===== src/rtl/riscv_v_wb_stage_if.sv =====
// riscv_v_wb_stage_if
//   Bundle of every non-clock signal on the vector writeback stage.
//   slave  : seen by riscv_v_wb_stage (consumes ALU/LSU results, drives RF write port).
//   master : seen by whatever drives the stage (producers plus RF observer).
//   Groups: alu_* / lsu_* valid-ready result channels, mask (v0 bytes),
//           rf_wr_* register-file write port, pend_vec hazard vector, idle.
interface riscv_v_wb_stage_if #(
  parameter int unsigned ADDR_WIDTH = 5,
  parameter int unsigned DATA_WIDTH = 128
);
  localparam int unsigned NUM_BYTES = DATA_WIDTH / 8;

  logic                  alu_valid;
  logic                  alu_ready;
  logic [ADDR_WIDTH-1:0] alu_addr;
  logic [DATA_WIDTH-1:0] alu_data;
  logic [NUM_BYTES-1:0]  alu_byte_en;
  logic                  alu_vm;

  logic                  lsu_valid;
  logic                  lsu_ready;
  logic [ADDR_WIDTH-1:0] lsu_addr;
  logic [DATA_WIDTH-1:0] lsu_data;
  logic [NUM_BYTES-1:0]  lsu_byte_en;
  logic                  lsu_vm;

  logic [NUM_BYTES-1:0]  mask;

  logic [ADDR_WIDTH-1:0] rf_wr_addr;
  logic [NUM_BYTES-1:0]  rf_wr_en;
  logic [DATA_WIDTH-1:0] rf_wr_data;
  logic [31:0]           pend_vec;
  logic                  idle;

  modport slave (
    input  alu_valid, alu_addr, alu_data, alu_byte_en, alu_vm,
    input  lsu_valid, lsu_addr, lsu_data, lsu_byte_en, lsu_vm,
    input  mask,
    output alu_ready, lsu_ready,
    output rf_wr_addr, rf_wr_en, rf_wr_data, pend_vec, idle
  );

  modport master (
    output alu_valid, alu_addr, alu_data, alu_byte_en, alu_vm,
    output lsu_valid, lsu_addr, lsu_data, lsu_byte_en, lsu_vm,
    output mask,
    input  alu_ready, lsu_ready,
    input  rf_wr_addr, rf_wr_en, rf_wr_data, pend_vec, idle
  );
endinterface


===== src/rtl/riscv_v_wb_stage.sv =====
// riscv_v_wb_stage
//   Vector writeback stage in front of the vector register file write port.
//   ALU and LSU results are each buffered in a FIFO_DEPTH-entry FIFO with the
//   v0 mask folded into the byte enables at accept time. One FIFO head per
//   cycle is written to the RF; pend_vec flags every vreg with a buffered write.
// Ports:
//   clk   - rising-edge clock
//   rst_n - synchronous active-low reset
//   wb    - riscv_v_wb_stage_if.slave (alu_*/lsu_* channels, mask, rf_wr_*,
//           pend_vec, idle)
// Build option:
//   RISCV_V_WB_RR_EN - round-robin ALU/LSU arbitration; undefined gives fixed
//                      LSU-over-ALU priority.
module riscv_v_wb_stage #(
  parameter int unsigned FIFO_DEPTH = 2,
  parameter int unsigned ADDR_WIDTH = 5,
  parameter int unsigned DATA_WIDTH = 128
) (
  input logic               clk,
  input logic               rst_n,
  riscv_v_wb_stage_if.slave wb
);
  localparam int unsigned NUM_BYTES = DATA_WIDTH / 8;
  localparam int unsigned PTR_W     = $clog2(FIFO_DEPTH);
  localparam int unsigned CNT_W     = PTR_W + 1;
  localparam int unsigned ALU       = 0;
  localparam int unsigned LSU       = 1;

  logic [ADDR_WIDTH-1:0] addr_q [2][FIFO_DEPTH];
  logic [ADDR_WIDTH-1:0] addr_d [2][FIFO_DEPTH];
  logic [DATA_WIDTH-1:0] data_q [2][FIFO_DEPTH];
  logic [DATA_WIDTH-1:0] data_d [2][FIFO_DEPTH];
  logic [NUM_BYTES-1:0]  en_q   [2][FIFO_DEPTH];
  logic [NUM_BYTES-1:0]  en_d   [2][FIFO_DEPTH];
  logic [PTR_W-1:0]      wr_ptr_q [2];
  logic [PTR_W-1:0]      wr_ptr_d [2];
  logic [PTR_W-1:0]      rd_ptr_q [2];
  logic [PTR_W-1:0]      rd_ptr_d [2];
  logic [CNT_W-1:0]      cnt_q [2];
  logic [CNT_W-1:0]      cnt_d [2];

  logic [1:0]            full, empty, rdy, push, pop;
  logic [ADDR_WIDTH-1:0] in_addr [2];
  logic [DATA_WIDTH-1:0] in_data [2];
  logic [NUM_BYTES-1:0]  in_en   [2];

`ifdef RISCV_V_WB_RR_EN
  localparam logic PRI_LSU = 1'b0;
  localparam logic PRI_ALU = 1'b1;
  logic pri_q, pri_d;
`endif

  // Input capture; the mask only matters for masked (vm = 0) ops.
  always_comb begin
    in_addr[ALU] = wb.alu_addr;
    in_data[ALU] = wb.alu_data;
    in_en[ALU]   = wb.alu_byte_en & ({NUM_BYTES{wb.alu_vm}} | wb.mask);
    in_addr[LSU] = wb.lsu_addr;
    in_data[LSU] = wb.lsu_data;
    in_en[LSU]   = wb.lsu_byte_en & ({NUM_BYTES{wb.lsu_vm}} | wb.mask);
    for (int unsigned s = 0; s < 2; s++) begin
      full[s]  = (cnt_q[s] == CNT_W'(FIFO_DEPTH));
      empty[s] = (cnt_q[s] == '0);
      rdy[s]   = rst_n && !full[s];
    end
    push[ALU] = wb.alu_valid && rdy[ALU];
    push[LSU] = wb.lsu_valid && rdy[LSU];
    wb.alu_ready = rdy[ALU];
    wb.lsu_ready = rdy[LSU];
  end

  // Arbiter: grants depend only on registered FIFO state (and rst_n, which
  // blocks any write in the reset cycle so discarded entries never commit).
  always_comb begin
    pop = '0;
`ifdef RISCV_V_WB_RR_EN
    pri_d = pri_q;
    if (rst_n) begin
      if (!empty[LSU] && (empty[ALU] || pri_q == PRI_LSU)) pop[LSU] = 1'b1;
      else if (!empty[ALU])                                pop[ALU] = 1'b1;
    end
    if (pop[LSU])      pri_d = PRI_ALU;
    else if (pop[ALU]) pri_d = PRI_LSU;
`else
    if (rst_n) begin
      if (!empty[LSU])      pop[LSU] = 1'b1;
      else if (!empty[ALU]) pop[ALU] = 1'b1;
    end
`endif
  end

  // FIFO next state
  always_comb begin
    addr_d = addr_q;
    data_d = data_q;
    en_d   = en_q;
    for (int unsigned s = 0; s < 2; s++) begin
      wr_ptr_d[s] = wr_ptr_q[s];
      rd_ptr_d[s] = rd_ptr_q[s];
      cnt_d[s]    = cnt_q[s];
      if (push[s]) begin
        addr_d[s][wr_ptr_q[s]] = in_addr[s];
        data_d[s][wr_ptr_q[s]] = in_data[s];
        en_d[s][wr_ptr_q[s]]   = in_en[s];
        wr_ptr_d[s]            = wr_ptr_q[s] + PTR_W'(1);
      end
      if (pop[s]) rd_ptr_d[s] = rd_ptr_q[s] + PTR_W'(1);
      case ({push[s], pop[s]})
        2'b10:   cnt_d[s] = cnt_q[s] + CNT_W'(1);
        2'b01:   cnt_d[s] = cnt_q[s] - CNT_W'(1);
        default: cnt_d[s] = cnt_q[s];
      endcase
    end
  end

  // RF write port, hazard vector and idle
  always_comb begin
    wb.rf_wr_addr = '0;
    wb.rf_wr_en   = '0;
    wb.rf_wr_data = '0;
    if (pop[LSU]) begin
      wb.rf_wr_addr = addr_q[LSU][rd_ptr_q[LSU]];
      wb.rf_wr_en   = en_q[LSU][rd_ptr_q[LSU]];
      wb.rf_wr_data = data_q[LSU][rd_ptr_q[LSU]];
    end else if (pop[ALU]) begin
      wb.rf_wr_addr = addr_q[ALU][rd_ptr_q[ALU]];
      wb.rf_wr_en   = en_q[ALU][rd_ptr_q[ALU]];
      wb.rf_wr_data = data_q[ALU][rd_ptr_q[ALU]];
    end
    wb.pend_vec = '0;
    if (rst_n) begin
      for (int unsigned s = 0; s < 2; s++) begin
        for (int unsigned i = 0; i < FIFO_DEPTH; i++) begin
          // Live entries are the cnt_q slots starting at the read pointer.
          if (CNT_W'(i) < cnt_q[s])
            wb.pend_vec[addr_q[s][rd_ptr_q[s] + PTR_W'(i)]] = 1'b1;
        end
      end
    end
    wb.idle = !rst_n || (empty == 2'b11);
  end

  always_ff @(posedge clk) begin
    if (!rst_n) begin
      cnt_q    <= '{default: '0};
      wr_ptr_q <= '{default: '0};
      rd_ptr_q <= '{default: '0};
`ifdef RISCV_V_WB_RR_EN
      pri_q    <= PRI_LSU;
`endif
    end else begin
      cnt_q    <= cnt_d;
      wr_ptr_q <= wr_ptr_d;
      rd_ptr_q <= rd_ptr_d;
`ifdef RISCV_V_WB_RR_EN
      pri_q    <= pri_d;
`endif
    end
  end

  // Entry payload needs no reset: it is only observed through cnt_q.
  always_ff @(posedge clk) begin
    addr_q <= addr_d;
    data_q <= data_d;
    en_q   <= en_d;
  end
endmodule

===== src/flat_wrapper.sv =====
// flat-port wrapper written by rule: the top's interface ports become plain ports
module riscv_v_wb_stage_flat 
#(
  parameter int unsigned FIFO_DEPTH = 2,
  parameter int unsigned ADDR_WIDTH = 5,
  parameter int unsigned DATA_WIDTH = 128
)
  (clk, rst_n, wb_alu_valid, wb_alu_addr, wb_alu_data, wb_alu_byte_en, wb_alu_vm, wb_lsu_valid, wb_lsu_addr, wb_lsu_data, wb_lsu_byte_en, wb_lsu_vm, wb_mask, wb_alu_ready, wb_lsu_ready, wb_rf_wr_addr, wb_rf_wr_en, wb_rf_wr_data, wb_pend_vec, wb_idle);
  riscv_v_wb_stage_if #(.ADDR_WIDTH(ADDR_WIDTH), .DATA_WIDTH(DATA_WIDTH)) wb_i ();
  input logic clk;
  input logic rst_n;
  input wire logic [$bits(wb_i.alu_valid)-1:0] wb_alu_valid;
  input wire logic [$bits(wb_i.alu_addr)-1:0] wb_alu_addr;
  input wire logic [$bits(wb_i.alu_data)-1:0] wb_alu_data;
  input wire logic [$bits(wb_i.alu_byte_en)-1:0] wb_alu_byte_en;
  input wire logic [$bits(wb_i.alu_vm)-1:0] wb_alu_vm;
  input wire logic [$bits(wb_i.lsu_valid)-1:0] wb_lsu_valid;
  input wire logic [$bits(wb_i.lsu_addr)-1:0] wb_lsu_addr;
  input wire logic [$bits(wb_i.lsu_data)-1:0] wb_lsu_data;
  input wire logic [$bits(wb_i.lsu_byte_en)-1:0] wb_lsu_byte_en;
  input wire logic [$bits(wb_i.lsu_vm)-1:0] wb_lsu_vm;
  input wire logic [$bits(wb_i.mask)-1:0] wb_mask;
  output wire logic [$bits(wb_i.alu_ready)-1:0] wb_alu_ready;
  output wire logic [$bits(wb_i.lsu_ready)-1:0] wb_lsu_ready;
  output wire logic [$bits(wb_i.rf_wr_addr)-1:0] wb_rf_wr_addr;
  output wire logic [$bits(wb_i.rf_wr_en)-1:0] wb_rf_wr_en;
  output wire logic [$bits(wb_i.rf_wr_data)-1:0] wb_rf_wr_data;
  output wire logic [$bits(wb_i.pend_vec)-1:0] wb_pend_vec;
  output wire logic [$bits(wb_i.idle)-1:0] wb_idle;
  assign wb_i.alu_valid = wb_alu_valid;
  assign wb_i.alu_addr = wb_alu_addr;
  assign wb_i.alu_data = wb_alu_data;
  assign wb_i.alu_byte_en = wb_alu_byte_en;
  assign wb_i.alu_vm = wb_alu_vm;
  assign wb_i.lsu_valid = wb_lsu_valid;
  assign wb_i.lsu_addr = wb_lsu_addr;
  assign wb_i.lsu_data = wb_lsu_data;
  assign wb_i.lsu_byte_en = wb_lsu_byte_en;
  assign wb_i.lsu_vm = wb_lsu_vm;
  assign wb_i.mask = wb_mask;
  assign wb_alu_ready = wb_i.alu_ready;
  assign wb_lsu_ready = wb_i.lsu_ready;
  assign wb_rf_wr_addr = wb_i.rf_wr_addr;
  assign wb_rf_wr_en = wb_i.rf_wr_en;
  assign wb_rf_wr_data = wb_i.rf_wr_data;
  assign wb_pend_vec = wb_i.pend_vec;
  assign wb_idle = wb_i.idle;
  riscv_v_wb_stage #(.FIFO_DEPTH(FIFO_DEPTH), .ADDR_WIDTH(ADDR_WIDTH), .DATA_WIDTH(DATA_WIDTH)) u_core (.clk(clk), .rst_n(rst_n), .wb(wb_i));
endmodule

===== config.mk =====
export PLATFORM = sky130hd
export DESIGN_NAME = riscv_v_wb_stage_flat
export DESIGN_NICKNAME = d
export VERILOG_FILES = /design/src/rtl/riscv_v_wb_stage_if.sv /design/src/rtl/riscv_v_wb_stage.sv /design/src/flat_wrapper.sv
export SDC_FILE = /design/constraint.sdc
export NUM_CORES = 1
export LEC_CHECK = 0
export ABC_AREA = 1
export CAP_MARGIN = 20
export CORE_MARGIN = 5
export CORE_UTILIZATION = 42
export CTS_CLUSTER_DIAMETER = 40
export CTS_CLUSTER_SIZE = 20
export DETAILED_ROUTE_END_ITERATION = 6
export PLACE_DENSITY = 0.67
export SYNTH_ARGS = -nofsm -noshare
export SYNTH_HDL_FRONTEND = slang
export SYNTH_SLANG_ARGS = --single-unit

===== constraint.sdc =====
create_clock -name clk -period 10.5 [get_ports clk]
set_clock_uncertainty 0.1 [all_clocks]
set_input_delay 1.05 -clock clk [delete_from_list [all_inputs] [get_ports clk]]
set_output_delay 1.05 -clock clk [all_outputs]
set_load 0.02 [all_outputs]

Word level (Yosys, flattened, before mapping)
Index checks and enable logic that the tools add are counted.
{"block": "totals", "ff_bits": 604, "out_inout_bits": 184, "word_cells": 154}
{"block": "op_classes", "n_addsub": 8, "n_lt_le_gt_ge": 20, "n_eq_ne": 7, "mux": 70, "bitwise_logic": 13, "n_reduce_logical": 18}
{"cell": "$mux W128", "n": 10}
{"cell": "$bwmux W256", "n": 2}
{"cell": "$demux W128 S1", "n": 2}
{"cell": "$mux W32", "n": 8}
{"cell": "$mux W16", "n": 10}
{"cell": "$or A32 B32 Y32", "n": 3}
{"cell": "$mux W5", "n": 16}
{"cell": "$bwmux W32", "n": 2}
{"cell": "$and A16 B16 Y16", "n": 2}
{"cell": "$demux W16 S1", "n": 2}
{"cell": "$or A16 B16 Y16", "n": 2}
{"cell": "$lt A5 B6 Y1 const B", "n": 4}
{"cell": "$bwmux W10", "n": 2}
{"cell": "$demux W1 S5", "n": 4}
{"cell": "$ge A5 B1 Y1 const B", "n": 4}
{"cell": "$ge A2 B2 Y1 const B", "n": 6}
{"cell": "$not A1 Y2", "n": 6}
{"cell": "$demux W5 S1", "n": 2}
{"cell": "$eq A2 B2 Y1 const B", "n": 5}
{"cell": "$logic_and A1 B1 Y1", "n": 10}
{"cell": "$lt A1 B2 Y1 const A", "n": 4}
{"cell": "$pmux W2 S2", "n": 2}
{"cell": "$mux W1", "n": 7}
{"cell": "$add A1 B1 Y1 const B", "n": 4}
{"cell": "other kinds (9)", "n": 17}

Depth between registers and ports, before layout
Gate-level depths: netlist (run 1).
{"block": "depth", "word_depth": 19, "mapped_depth": 11, "ltp_nobuf": 9}

Worst setup path before layout (run 1)
Ideal clock, no wire load.
{"block": "synth_timing", "path_kind": "input port to flip-flop", "from": "in rst_n", "to": "reg u_core.addr_q[0] (netlist name) (enable)", "t_arrival_ns": 7.961, "required_time_ns": 9.740, "setup_slack_ns": 1.779, "path_stages": 5, "path_cell_list": "inv_2 -> buf_2 -> nor2_1 -> nand2_1 -> nor2_1"}
{"block": "synth_via", "elab_chain_cells": 2}
{"element": "start: declaration", "line": "flat_wrapper.sv:11", "rtl": "input logic rst_n;"}
{"element": "$logic_and A1 B1 Y1", "line": "riscv_v_wb_stage.sv:64", "rtl": "rdy[s] = rst_n && !full[s];"}
{"element": "via wb_lsu_ready", "line": "flat_wrapper.sv:24", "rtl": "output wire logic [$bits(wb_i.lsu_ready)-1:0] wb_lsu_ready;"}
{"element": "$logic_and A1 B1 Y1", "line": "riscv_v_wb_stage.sv:67", "rtl": "push[LSU] = wb.lsu_valid && rdy[LSU];"}
{"element": "end signal: assignment", "line": "riscv_v_wb_stage.sv:163", "rtl": "addr_q <= addr_d;"}
{"element": "end: declaration", "line": "riscv_v_wb_stage.sv:29", "rtl": "logic [ADDR_WIDTH-1:0] addr_q [2][FIFO_DEPTH];"}
The timed path passes the listed nets, and every way through them passes these cells.
A chain may end at the register's enable or synchronous reset.

Worst setup path in the final report (run 1)
{"block": "layout_timing", "from": "in rst_n", "to": "out wb_rf_wr_en[1]"}
{"block": "layout_via", "elab_chain_cells": 3}
{"element": "$mux W2 (*)", "line": "riscv_v_wb_stage.sv:85", "rtl": "if (rst_n) begin"}
{"element": "$mux W16", "line": "riscv_v_wb_stage.sv:125", "rtl": "end else if (pop[ALU]) begin"}
{"element": "$mux W16 (*)", "line": "riscv_v_wb_stage.sv:121", "rtl": "if (pop[LSU]) begin"}
{"element": "end: declaration", "line": "flat_wrapper.sv:26", "rtl": "output wire logic [$bits(wb_i.rf_wr_en)-1:0] wb_rf_wr_en;"}
Every way passes the cells marked *; elsewhere a longest branch is shown, timed or not.

==> impl_metrics.env, run 1 <==
export IMPL_status="completed"
export IMPL_finalCriticalPeriod_ns=6.16
export IMPL_antenna_found_initial=28
export IMPL_numPortBuffers=503
export IMPL_p_comb_share_pct=31.1
export IMPL_ir_worst_vdd_mv=0.184
export IMPL_synth_top_area_share_pct=71.7
export IMPL_fmax_ghz=0.162
export IMPL_hold_path_class="flip-flop to flip-flop"
export IMPL_nets=2778
export IMPL_synthesis_area_um2=25000
export IMPL_cp_arrival_ns=5.01
export IMPL_synth_top_family_by_area="simple AND/OR/NAND/NOR gates"
export IMPL_synthMuxAreaShare_pct=0
export IMPL_max_cap_violations=0
export IMPL_cts_buffer_depth=3
export IMPL_synth_simple_gate_area_share_pct=12.6
export IMPL_power_density_nw_per_um2=249
export IMPL_postCtsHoldBufs=0
export IMPL_numCtsBuffers=83
export IMPL_cp_start_kind="input port"
export IMPL_clk_pin_slew_ns=0.05
export IMPL_drt_initial_drc_count=1356
export IMPL_crit_fanout=67
export IMPL_hold_viol=0
export IMPL_ys_top_cells_by_area="edfxtp_1 72%, o211ai_1 4.3%, nand2_1 4.2%, or2_2 3.6%, nor2_1 3.4%"
export IMPL_synth_avg_cell_area_um2=12.8
export IMPL_switching_share_pct=34.9
export IMPL_overflow=0
export IMPL_finalWeightedCongestion=0.893
export IMPL_fin_crit_sh_pct=58.7
export IMPL_fp_dieW_um=254
export IMPL_synth_compound_area_share_pct=11.9
export IMPL_drc=0
export IMPL_grt_usage_pct=22.6
export IMPL_io_pins=504
export IMPL_start_util_pct=42.4
export IMPL_p_int_w=0.00544
export IMPL_worst_slew_pin_slew_ns=1.28
export IMPL_whs_ns=0.463
export IMPL_critical_path_required_ns=9.35
export IMPL_dieArea_um2=64400
export IMPL_post_cts_buffers=0
export IMPL_cp_end_kind="output pin"
export IMPL_relSlewSlack_pct=14.3
export IMPL_cts_tree="built"
export IMPL_yosysWarnings=0
export IMPL_drtAntennaViolNets=0
export IMPL_clock_power_share_pct=33.5
export IMPL_synthAdderAreaFrac_pct=0.401
export IMPL_vias=17762
export IMPL_synthCells=1957
export IMPL_grt_first_pass_wirelength_um=110000
export IMPL_htreeDepth=3
export IMPL_p_sw_w=0.00291
export IMPL_synth_edff_count=596
export IMPL_ys_seq_elements=604
export IMPL_ys_flop_type="edfxtp_1"
export IMPL_synthToLayoutAreaGrowth_pct=34.1
export IMPL_drive_gt1_share_pct=14.7
export IMPL_syn_nets=2285
export IMPL_routed_wl_um=76100
export IMPL_setup_violations=0
export IMPL_wl_per_cell_um=23.0
export IMPL_yosysTopAreaCell="edfxtp_1"
export IMPL_rsz0062_at_grt="false"
export IMPL_ctsRootBufferMaster="clkbuf_16"
export IMPL_grt_pass1_vias=17785
export IMPL_grt_max_degree=150
export IMPL_first_pass_iters=5
export IMPL_ys_async_sr_fraction_pct=0
export IMPL_core_um2=58900
export IMPL_clock_sinks=604
export IMPL_slew_viol_final=0
export IMPL_post_cts_resized=0
export IMPL_viasPerCell=5.37
export IMPL_dp_final_hpwl_um=47900
export IMPL_clk_latency_ns=0.61
export IMPL_p_leak_nw=11.4
export IMPL_critPathKind="input port to output pin"
export IMPL_pwr_share_seq_pct=35.4
export IMPL_row_count=89
export IMPL_yosysUniqueCellTypes=31
export IMPL_synthXorXnorAreaFrac_pct=0.0701
export IMPL_die_y_um=254
export IMPL_ys_seq_area_share_pct=72.3
export IMPL_finalSetupTns_ns=0
-- cells in the mapped netlist (27+ instances only) --
library cell,number
o21ai_0,167
o21a_1,33
nand2_1,278
clkbuf_1,50
nor2_2,31
inv_1,27
edfxtp_1,596
o211ai_1,144
nor2_1,228
or2_2,144
buf_2,47
o21ai_1,136
-- registers in the layout, indices dropped and copies added, names as in the netlist --
signal / cells
u_core.wr_ptr_q: 2
u_core.en_q: 64
u_core.cnt_q: 4
u_core.rd_ptr_q: 2
u_core.data_q: 512
u_core.addr_q: 20
-- layout by cell type (no fill, tap or decap), drive strengths merged --
| master | synthesis | routed |
|---|---|---|
| edfxtp | 596 | 596 |
| clkdlybuf4s50 | 0 | 503 |
| o21ai | 309 | 309 |
| nand2 | 284 | 284 |
| nor2 | 265 | 265 |
| or2 | 144 | 144 |
| o211ai | 144 | 144 |
| clkbuf | 50 | 90 |
| inv | 36 | 60 |
| o21a | 33 | 33 |
| clkinv | 0 | 22 |
| buf | 60 | 15 |
| diode | 0 | 14 |
| clkinvlp | 0 | 13 |
| a21oi | 8 | 8 |
| ha | 8 | 8 |
| dfxtp | 8 | 8 |
| bufinv | 0 | 6 |
| o22ai | 5 | 5 |
| nand3 | 4 | 4 |
| xor2 | 2 | 2 |
| nor3 | 1 | 1 |
-- layout make-up --
cell class,count,area (um^2)
clock buffers,90,2120
diodes,14,35.0
well taps,773,967
fillers,4682,25400
multi-input cells,1207,6280
repair buffers,518,5180
inverters,36,145
clock inverters,65,687
flip-flops and latches,604,18100
-- power groups by stage --
stage	Clock [W]	Sequential (W)	Combinational, W
5_1_grt	0.00294	0.00298	0.00278
6_report	0.00279	0.00296	0.00260
4_1_cts	0.00284	0.00296	0.00262
2_1_floorplan	0	0.00296	0.00152
3_5_place_dp	0	0.00301	0.00260
3_3_place_gp	0	0.00300	0.00259
-- metal layers --
metal	track usage (%)	routed length (um)
met4	7.46	1840
met2	36.5	36900
met5	0	158
met3	7.08	6930
met1	29.3	30300
-- worst paths after layout --
kind | from | to | slack [ns] | depth (start not counted)
max | rst_n | wb_rf_wr_en[1] | 4.34 | 7
max reg2reg | u_core.cnt_q[2] | u_core.en_q[39] | 7.20 | 6
min | u_core.cnt_q[2] | u_core.cnt_q[2] | 0.46 | 2
min reg2reg | u_core.cnt_q[2] | u_core.cnt_q[2] | 0.46 | 2
-- through the flow --
step	total power (W)	instance area (um^2)	util [%]	cells	setup WS, ns
final	0.00835	33500	56.9	3307	4.34
after global routing	0.00870	33500	56.8	3301	4.14
after CTS	0.00843	33500	56.8	3293	4.36
after detailed placement	0.00562	30600	52.0	3138	4.41
after global placement	0.00559	30600	52.0	3138	4.39
after floorplan	0.00448	25000	-	1957	1.78
-- kinds of logic after synthesis --
logic type	Yosys count
buf+inv	146
flops	604
fa+ha+maj	8
xor+xnor	2
compound gates	499
simple gates	698
-- worst max-delay path, stage by stage --
cell,delay [ns]
clkdlybuf4s50_1,0.60
inv_2,0.29
nor3_2,0.89
buf_4,0.76
o211ai_1,0.17
o21ai_0,0.35
clkdlybuf4s50_1,0.74
No activity file was read; power rests on OpenSTA's default activity.
==> run 2, diff against run 1 <==
==> constraint.sdc (replaced) <==
create_clock -name clk -period 6.25 [get_ports clk]
set_clock_uncertainty 0.1 [all_clocks]
set_input_delay 0.625 -clock clk [delete_from_list [all_inputs] [get_ports clk]]
set_output_delay 0.625 -clock clk [all_outputs]
set_load 0.02 [all_outputs]
==> impl_metrics.env, run 2 (same netlist as run 1, synthesis figures left out) <==
export IMPL_finalSetupTns_ns=0
export IMPL_fin_crit_sh_pct=75.4
export IMPL_hold_path_class="flip-flop to flip-flop"
export IMPL_p_int_w=0.00949
export IMPL_core_um2=58900
export IMPL_top_register="u_core.data_q"
export IMPL_crit_fanout=79
export IMPL_clk_pin_slew_ns=0.05
export IMPL_final_cell_mix="596 x edfxtp_1, 503 x clkdlybuf4s50_1, 278 x nand2_1"
export IMPL_setup_violations=0
export IMPL_nets=2787
export IMPL_p_leak_nw=11.6
export IMPL_p_sw_w=0.00484
export IMPL_clock_power_share_pct=35.0
export IMPL_top_regs="u_core.data_q (512), u_core.en_q (64), u_core.addr_q (20)"
export IMPL_rsz0062_at_grt="false"
export IMPL_grt_max_degree=106
export IMPL_critPathKind="input port to output pin"
export IMPL_fmax_ghz=0.212
export IMPL_finalWeightedCongestion=0.926
export IMPL_die_y_um=254
export IMPL_p_comb_share_pct=30.4
export IMPL_ir_worst_vdd_mv=0.298
export IMPL_clock_sinks=604
export IMPL_antenna_found_initial=29
export IMPL_io_pins=504
export IMPL_start_util_pct=42.4
export IMPL_pwr_share_seq_pct=34.7
export IMPL_status="completed"
export IMPL_hold_viol=0
export IMPL_final_common_cell="edfxtp_1"
export IMPL_post_cts_buffers=0
export IMPL_wl_per_cell_um=23.1
export IMPL_cts_tree="built"
export IMPL_fp_dieW_um=254
export IMPL_viasPerCell=5.34
export IMPL_grt_usage_pct=22.8
export IMPL_finalCriticalPeriod_ns=4.71
export IMPL_fin_cells=3316
export IMPL_dp_final_hpwl_um=50500
export IMPL_ctsRootBufferMaster="clkbuf_16"
export IMPL_vias=17715
export IMPL_clk_latency_ns=0.61
export IMPL_worst_slew_pin_slew_ns=1.13
export IMPL_htreeDepth=3
export IMPL_relSlewSlack_pct=24.5
export IMPL_slew_viol_final=0
export IMPL_grt_pass1_vias=17814
export IMPL_drive_gt1_share_pct=15.0
export IMPL_cp_arrival_ns=3.99
export IMPL_first_pass_iters=5
export IMPL_grt_first_pass_wirelength_um=110000
export IMPL_postCtsHoldBufs=0
export IMPL_cp_start_kind="input port"
export IMPL_dieArea_um2=64400
export IMPL_numCtsBuffers=86
export IMPL_overflow=0
export IMPL_placed_cells=3144
export IMPL_routed_wl_um=76600
export IMPL_drtAntennaViolNets=0
export IMPL_drc=0
export IMPL_p_total_w=0.0143
export IMPL_row_count=89
export IMPL_post_cts_resized=0
export IMPL_switching_share_pct=33.8
export IMPL_critical_path_required_ns=5.52
export IMPL_max_cap_violations=0
export IMPL_power_density_nw_per_um2=424
export IMPL_final_core_util_pct=57.4
export IMPL_cp_end_kind="output pin"
export IMPL_drt_initial_drc_count=1118
export IMPL_cts_buffer_depth=3
export IMPL_whs_ns=0.453
export IMPL_numPortBuffers=503
export IMPL_largest_reg_flops=512
export IMPL_synthToLayoutAreaGrowth_pct=35.5
[run 2: cell types whose count changed in the layout (fill, tap and decap cells not counted), sizes merged]
cell,change
buf,+6
inv,-1
clkbuf,+1
bufinv,+7
clkinvlp,-5
diode,+1
[run 2: path summary, 6_finish.rpt]
path              startpoint          endpoint  slack (ns)  cells past startpoint
max                    rst_n  wb_rf_wr_addr[1]        1.54                      7
min          u_core.cnt_q[2]   u_core.cnt_q[2]        0.45                      2
max reg2reg  u_core.cnt_q[0]    u_core.en_q[1]        2.99                      6
min reg2reg  u_core.cnt_q[2]   u_core.cnt_q[2]        0.45                      2
[run 2: stage by stage]
stage	area (um^2)	setup WS [ns]
final	33800	1.54
after global routing	33800	1.43
after CTS	33800	1.67
after detailed placement	30800	1.67
after global placement	30800	1.75
after floorplan	25000	-2.05
[run 2: routing by layer]
metal	up-vias	GRT usage, %	share of wire (%)
li1	8149	-	-
met1	8721	27.8	39
met2	659	37.8	49
met3	162	7.62	9.0
met4	24	8.78	3.3
met5	-	0	0.20
[run 2: power by group through the flow]
stage	Combinational, W	Sequential (W)	Clock [W]
floorplan	0.00256	0.00497	0
global placement	0.00434	0.00504	0
detailed placement	0.00438	0.00505	0
CTS	0.00440	0.00497	0.00510
global route	0.00466	0.00499	0.00526
finish	0.00435	0.00497	0.00501
[run 2: final cells by class]
type | count | area [um^2]
fill | 4641 | 25100
sequential | 604 | 18100
multi-input combinational | 1207 | 6280
timing repair buffer | 524 | 5330
clock buffer | 91 | 2170
tap | 773 | 967
clock inverter | 66 | 830
inverter | 36 | 145
antenna | 15 | 37.5
[run 2: critical path, stage by stage]
cell             delay (ns)
clkdlybuf4s50_1        0.68
inv_2                  0.36
nor2_4                 0.53
buf_12                 0.34
inv_1                  0.23
o22ai_1                0.34
clkdlybuf4s50_1        0.67
==> run 3, diff against run 2 <==
==> constraint.sdc (replaced) <==
create_clock -name clk -period 4.6 [get_ports clk]
set_clock_uncertainty 0.1 [all_clocks]
set_input_delay 0.46 -clock clk [delete_from_list [all_inputs] [get_ports clk]]
set_output_delay 0.46 -clock clk [all_outputs]
set_load 0.02 [all_outputs]
==> impl_metrics.env, run 3 (same netlist as run 1, synthesis figures left out) <==
export IMPL_drt_initial_drc_count=1294
export IMPL_hold_path_class="input port to flip-flop"
export IMPL_r2r_slack_ns=2.11
export IMPL_fmax_ghz=0.248
export IMPL_post_cts_buffers=0
export IMPL_p_sw_w=0.00667
export IMPL_numPortBuffers=503
export IMPL_drtAntennaViolNets=0
export IMPL_largest_reg_flops=512
export IMPL_final_common_cell="edfxtp_1"
export IMPL_p_int_w=0.0129
export IMPL_viasPerCell=5.37
export IMPL_finalSetupTns_ns=0
export IMPL_drc=0
export IMPL_nets=2793
export IMPL_pwr_share_seq_pct=33.8
export IMPL_cp_start_kind="flip-flop"
export IMPL_finalWeightedCongestion=0.926
export IMPL_status="completed"
export IMPL_fin_crit_sh_pct=87.5
export IMPL_routed_wl_um=77400
export IMPL_slew_viol_final=0
export IMPL_cts_buffer_depth=3
export IMPL_grt_max_degree=164
export IMPL_p_comb_share_pct=31.6
export IMPL_cts_tree="built"
export IMPL_grt_usage_pct=23.1
export IMPL_overflow=0
export IMPL_dp_final_hpwl_um=49400
export IMPL_rsz0062_at_grt="false"
export IMPL_io_pins=504
export IMPL_drive_gt1_share_pct=15.0
export IMPL_clk_pin_slew_ns=0.06
export IMPL_clock_power_share_pct=34.5
export IMPL_htreeDepth=3
export IMPL_cp_end_kind="output pin"
export IMPL_switching_share_pct=34.1
export IMPL_grt_pass1_vias=18166
export IMPL_antenna_found_initial=23
export IMPL_hold_viol=0
export IMPL_finalCriticalPeriod_ns=4.02
export IMPL_power_density_nw_per_um2=577
export IMPL_first_pass_iters=5
export IMPL_clock_sinks=604
export IMPL_max_cap_violations=0
export IMPL_place_area_um2=30900
export IMPL_top_regs="u_core.data_q (512), u_core.en_q (64), u_core.addr_q (20)"
export IMPL_start_util_pct=42.4
export IMPL_dieArea_um2=64400
export IMPL_vias=17828
export IMPL_setup_violations=0
export IMPL_row_count=89
export IMPL_synthToLayoutAreaGrowth_pct=35.9
export IMPL_critical_path_required_ns=4.04
export IMPL_numCtsBuffers=89
export IMPL_crit_fanout=82
export IMPL_worst_slew_pin_slew_ns=1.06
export IMPL_top_register="u_core.data_q"
export IMPL_cp_arrival_ns=3.46
export IMPL_final_area_um2=33900
export IMPL_grt_first_pass_wirelength_um=112000
export IMPL_fp_dieW_um=254
export IMPL_p_leak_nw=11.6
export IMPL_postCtsHoldBufs=0
export IMPL_die_y_um=254
export IMPL_final_cell_mix="596 x edfxtp_1, 502 x clkdlybuf4s50_1, 278 x nand2_1"
export IMPL_ir_worst_vdd_mv=0.542
export IMPL_post_cts_resized=0
export IMPL_ctsRootBufferMaster="clkbuf_16"
export IMPL_relSlewSlack_pct=29.2
export IMPL_p_total_w=0.0196
export IMPL_critPathKind="flip-flop to output pin"
export IMPL_wl_per_cell_um=23.3
export IMPL_core_um2=58900
export IMPL_clk_latency_ns=0.62
export IMPL_nFillCells=4673
run 3: cell count changes in the layout (fill, tap and decap cells not counted), sizes merged:
cell           previous run  this run
clkinv                   22        36
inv                      59        50
clkbuf                   91        97
buf                      21        25
bufinv                   13        10
clkinvlp                  8         6
diode                    15        13
clkdlybuf4s50           503       502
run 3: path summary, 6_finish.rpt:
check / end / startpoint / cells past startpoint
worst min-delay path: u_core.data_q[455] / wb_alu_data[71] / 1
worst max-delay path: wb_rf_wr_data[14] / u_core.cnt_q[1] / 8
worst max register to register: u_core.data_q[70] / u_core.cnt_q[0] / 6
worst min register to register: u_core.cnt_q[2] / u_core.cnt_q[2] / 2
run 3: area by class of cell:
class                      instances  area [um^2]  area share [%]
sequential                       604        18100            53.2
multi-input combinational       1207         6280            18.5
timing repair buffer             527         5430            16.0
clock buffer                      97         2280            6.71
tap                              773          967            2.85
clock inverter                    66          744            2.19
inverter                          36          145           0.428
antenna                           13         32.5          0.0958
run 3: power groups by stage:
stage | logic, W | registers (W) | clock network (W)
detailed placement | 0.00622 | 0.00673 | 0
global route | 0.00661 | 0.00665 | 0.00714
finish | 0.00619 | 0.00662 | 0.00676
global placement | 0.00618 | 0.00671 | 0
CTS | 0.00625 | 0.00662 | 0.00688
floorplan | 0.00348 | 0.00671 | 0
run 3: critical path, cell delays in order, from the launching register on:
cell	delay, ns
dfxtp_1	0.31
inv_1	0.12
ha_1	0.28
inv_1	0.22
nor3_2	0.35
buf_12	0.36
o211ai_1	0.16
o21ai_1	0.23
clkdlybuf4s50_1	0.68
run 3: layer usage:
layer | up-vias | wire [um] | track usage [%]
met5 | - | 178 | 0
met3 | 140 | 7370 | 8.38
met1 | 8807 | 30500 | 29.2
li1 | 8150 | - | -
met2 | 707 | 37200 | 37.2
met4 | 24 | 2150 | 7.81
run 3: stage by stage:
step	utilization, %	setup slack [ns]	hold slack [ns]	cells
2_1_floorplan	-	-1.03	0.387	1957
3_3_place_gp	52.4	0.950	0.415	3147
3_5_place_dp	52.4	0.884	0.449	3147
4_1_cts	57.6	0.500	0.272	3310
5_1_grt	57.6	0.366	0.288	3319
6_report	57.6	0.576	0.317	3323
